<file path="src/rtl/counter.sv">
// Free-running modulo-N up-counter used as a timebase; tc flags the last count of each period.
// q uses N bits but only ever holds 0..N-1.
module counter #(
    parameter int N = 8
) (
    input  logic         clk,
    input  logic         reset,
    output logic [N-1:0] q,
    output logic         tc
);

    if (N < 2) begin : g_bad_n
        $error("counter: N must be >= 2, got %0d", N);
    end

    localparam logic [N-1:0] LAST = N'(N - 1);

    // Wrap on an explicit compare with N-1 so the upper codes of the register are never reached.
    always_ff @(posedge clk or posedge reset) begin
        if (reset)
            q <= '0;
        else if (q == LAST)
            q <= '0;
        else
            q <= q + N'(1);
    end

    assign tc = (q == LAST);

    a_q_in_range : assert property (@(posedge clk) disable iff (reset) q <= LAST);

    always_comb begin
        a_tc_decode : assert (tc == (q == LAST));
    end

endmodule

</file>
<file path="config.mk">
export PLATFORM = sky130hd
export DESIGN_NAME = counter
export DESIGN_NICKNAME = d
export VERILOG_FILES = /design/src/rtl/counter.sv
export SDC_FILE = /design/constraint.sdc
export NUM_CORES = 1
export LEC_CHECK = 0
export BUFFER_PORTS_ARGS = -buffer_cell sky130_fd_sc_hd__buf_2
export CORE_AREA = 8 8 45 47
export DETAILED_ROUTE_END_ITERATION = 10
export DIE_AREA = 0 0 53 55
export MAX_ROUTING_LAYER = met4
export PLACE_DENSITY = 0.5
export SKIP_LAST_GASP = 1
export SLEW_MARGIN = 20
export SYNTH_ARGS = -nofsm -noshare
export SYNTH_HDL_FRONTEND = slang
export SYNTH_SLANG_ARGS = --single-unit
export TNS_END_PERCENT = 1
</file>
<file path="constraint.sdc">
create_clock -name clk -period 3.41 [get_ports clk]
set_input_delay 0.341 -clock clk [delete_from_list [all_inputs] [get_ports clk]]
set_output_delay 0.341 -clock clk [all_outputs]
set_load 0.05 [all_outputs]
</file>
Yosys cells after proc, flatten, opt, wreduce, memory -nomap -nowiden
Index checks and enable logic that the tools add are counted.
W data, S select, Z words.
{ "op_classes": {"addsub": 1, "n_eq_ne": 1, "muxes": 1} }
{ "ops": {"columns": ["cell", "n"], "rows": [
  ["$add A8 B1 Y8 const B", 1],
  ["$eq A8 B3 Y1 const B", 1],
  ["$mux W8", 1]
]} }
{ "totals": {"regBits": 8, "wordCells": 4} }

Depth between registers and ports, before layout
{ "depth": {"depth_word": 2, "depth_mapped": 4} }

Least setup slack after synthesis
No wires, ideal clock.
{ "synth_timing": {"path_type": "register -> output", "from": "reg q[4]", "to": "out tc", "arrival_ns": 1.511, "setup_slack_ns": 1.558, "path_stages_with_launch": 3, "path_cell_list": "dfrtp_1 nor4_2 and4b_1"} }
{ "synth_via": {"elab_chain_cells": 1} }
{ "synth_lines": {"columns": ["item", "line", "text"], "rows": [
  ["start: declaration", "8", "output logic [N-1:0] q,"],
  ["start signal: assignment", "25", "q <= q + N'(1);"],
  ["$eq A8 B3 Y1", "28", "assign tc = (q == LAST);"],
  ["end: declaration", "9", "output logic tc"]
]} }
Every way passes these cells.

Final worst setup path
Same ends and word-level chain as after synthesis.

==> results.toml <==
[status]
status = "finished clean"

[cts]
cts_buffers = 3
post_cts_resize_count = 0
clockBufferDepth = 2
root_buffer = "clkbuf_4"
clock_sinks = 8
cts.hold.buffers_added = 0
htreeDepth = 1
clk_latency_ps = 250
post_cts_buffers = 0
cts_tree = "yes"
clk_pin_slew_ps = 50

[pwr]
p_leak_uw = 0.0002618
power_frac_seq_pct = 57.2
swShare_pct = 18.41
power.total_uw = 166.2
internal-power_uw = 135.6
p_clk_share_pct = 41.3
vdd_drop_max_mv = 0.2072
p_per_area_nw_per_um2 = 375.3
combPwrFrac_pct = 1.4
p_sw_uw = 30.59

[synth]
synth_area_um2 = 350.3
synth_nets = 32
yosysSeqAreaShare_pct = 57.14
yosysWarnings = 0
synth.avg_cell_area_um2 = 12.08
ys_ff_latch = 8
synthCells = 29
ys_types = 14

[die]
die-area_um2 = 2915
pin_count = 11
start_util_pct = 25.32
die_w_um = 53
fp.dieH_um = 55
row_count = 14
core_area_um2 = 1384

[timing]
final-hold-violation-count = 0
period_share_pct = 55.55
worst_slew_pin_slew_ps = 312.6
tns_ps = 0
fin_skew_ps = 1.911
fin_crit_ps = 1894
rsz0062_at_grt = "no"
fmax_ghz = 0.5279
relSlewSlack_pct = 79.14
setup_violations = 0
slew_viol_final = 0

[worst_setup_path]
cp-start-kind = "flop"
cp_slowest_stage_delay_ps = 440
path_max_fanout = 6
cp_slowest_cell = "dfrtp_1"
cp.arrival_ps = 1550
crit_chain = "nor4_2, and4b_1, buf_2"
path_class = "flop to output port"
worst_setup_path_end_kind = "output port"
crit_required_ps = 3070

[place]
numPortBuffers = 10
gp_congestion = 0.6501

[finish]
drive_above_1_share_pct = 33.33
reg.largest.list = "q x8"
largest_reg_flops = 8
nets = 47
layout_common_cells = "buf_2 (10), dfrtp_1 (8)"
area_delta_synth_final_pct = 26.43
diodes = 0
final_common_cell = "buf_2"
max_flop_register = "q"

[global_routing]
grt.overflow.total = 0
grt_pass1_vias = 257
grt_pass1_wl_um = 1083
grt_util_all_layers_pct = 5.385
grt_antenna_before_repair = 0
grt_start_max_net_pins = 9

[routing]
m1WireLength_um = 321
drc = 0
top_layer = "met3"
drt_first_pass_iters = 3
route.vias.total = 253
dr.first_iter.drc_count = 3
ant_nets = 0
viasPerCell = 4.362
routed_wl_um = 669
wl_met3_um = 89
routed-wl-met2_um = 257
wl_per_cell_um = 11.53

[flow_run]
maxCapViolations = 0

[min_path]
hold_class = "input port to asynchronous set/reset pin"
## cells in the mapped netlist (all sizes together)
library cell | n | share of area [%]
a21o | 1 | 2.1
a311oi | 1 | 2.5
and3 | 3 | 5.4
and4b | 1 | 2.9
dfrtp | 8 | 57
ha | 1 | 3.6
inv | 1 | 1.1
nand2 | 1 | 1.1
nand3 | 3 | 4.3
nor2 | 2 | 2.1
nor2b | 1 | 1.8
nor4 | 1 | 3.6
xnor2 | 2 | 5.0
xor2 | 3 | 7.5
## logic make-up after synthesis
kind of cell	share of synthesized area (%)
DFF	57.14
and+or+nand+nor	21.07
xor gates and xnor gates	12.50
AOI/OAI and AO/OA	4.644
buffers and inverters	1.070
adders and majority gates	3.571
## layer usage
metal / global-route usage [%] / vias up
met5: - / -
met4: 0 / 0
met3: 5.348 / 0
met2: 7.031 / 11
met1: 6.037 / 114
li1: - / 128
## final timing paths
| kind | from | to | slack (ps) | cells past startpoint |
|---|---|---|---|---|
| worst max-delay path | q[4] | tc | 1520 | 3 |
| worst min register to register | q[0] | q[0] | 500 | 1 |
| worst max register to register | q[4] | q[1] | 2210 | 3 |
| max in group asynchronous | reset | q[7] | 3140 | 2 |
| min in group clk | q[0] | q[0] | 500 | 1 |
| worst min-delay path | reset | q[2] | 30 | 2 |
## metrics by stage
| stage | setup WS, ps | hold WS [ps] | utilization, % | cells | area, µm² |
|---|---|---|---|---|---|
| global route | 1426 | 51.05 | 32.01 | 58 | 442.9 |
| CTS | 1484 | 33.14 | 32.01 | 58 | 442.9 |
| floorplan | 1558 | 156.7 | - | 29 | 350.3 |
| detailed placement | 1767 | 304.8 | 30.38 | 55 | 420.4 |
| global placement | 1782 | 307.4 | 30.38 | 55 | 420.4 |
| finish | 1516 | 30.81 | 32.01 | 58 | 442.9 |
## final cells by class
class | instances | area, µm²
fillers | 148 | 940.9
flip-flops and latches | 8 | 200.2
multi-input cells | 20 | 146.4
repair buffers | 10 | 50.05
clock buffers | 3 | 22.52
well taps | 16 | 20.02
inverters | 1 | 3.754
## worst max-delay path: cells and delay by family (launching register included)
kind / cells / cell delay [ps]
buffers and inverters: 1 / 270
AND/OR/NAND/NOR: 2 / 600
flip-flops: 1 / 440
## power by group through the flow
| stage | combinational (µW) | sequential [µW] | clock [µW] |
|---|---|---|---|
| 2_1_floorplan | 1.48 | 96.7 | 0 |
| 3_3_place_gp | 2.63 | 96.7 | 0 |
| 3_5_place_dp | 2.59 | 96.7 | 0 |
| 4_1_cts | 2.59 | 95.0 | 74.2 |
| 5_1_grt | 2.92 | 94.9 | 77.3 |
| 6_report | 2.39 | 95.1 | 68.7 |
No activity file was read; power rests on OpenSTA's default activity.
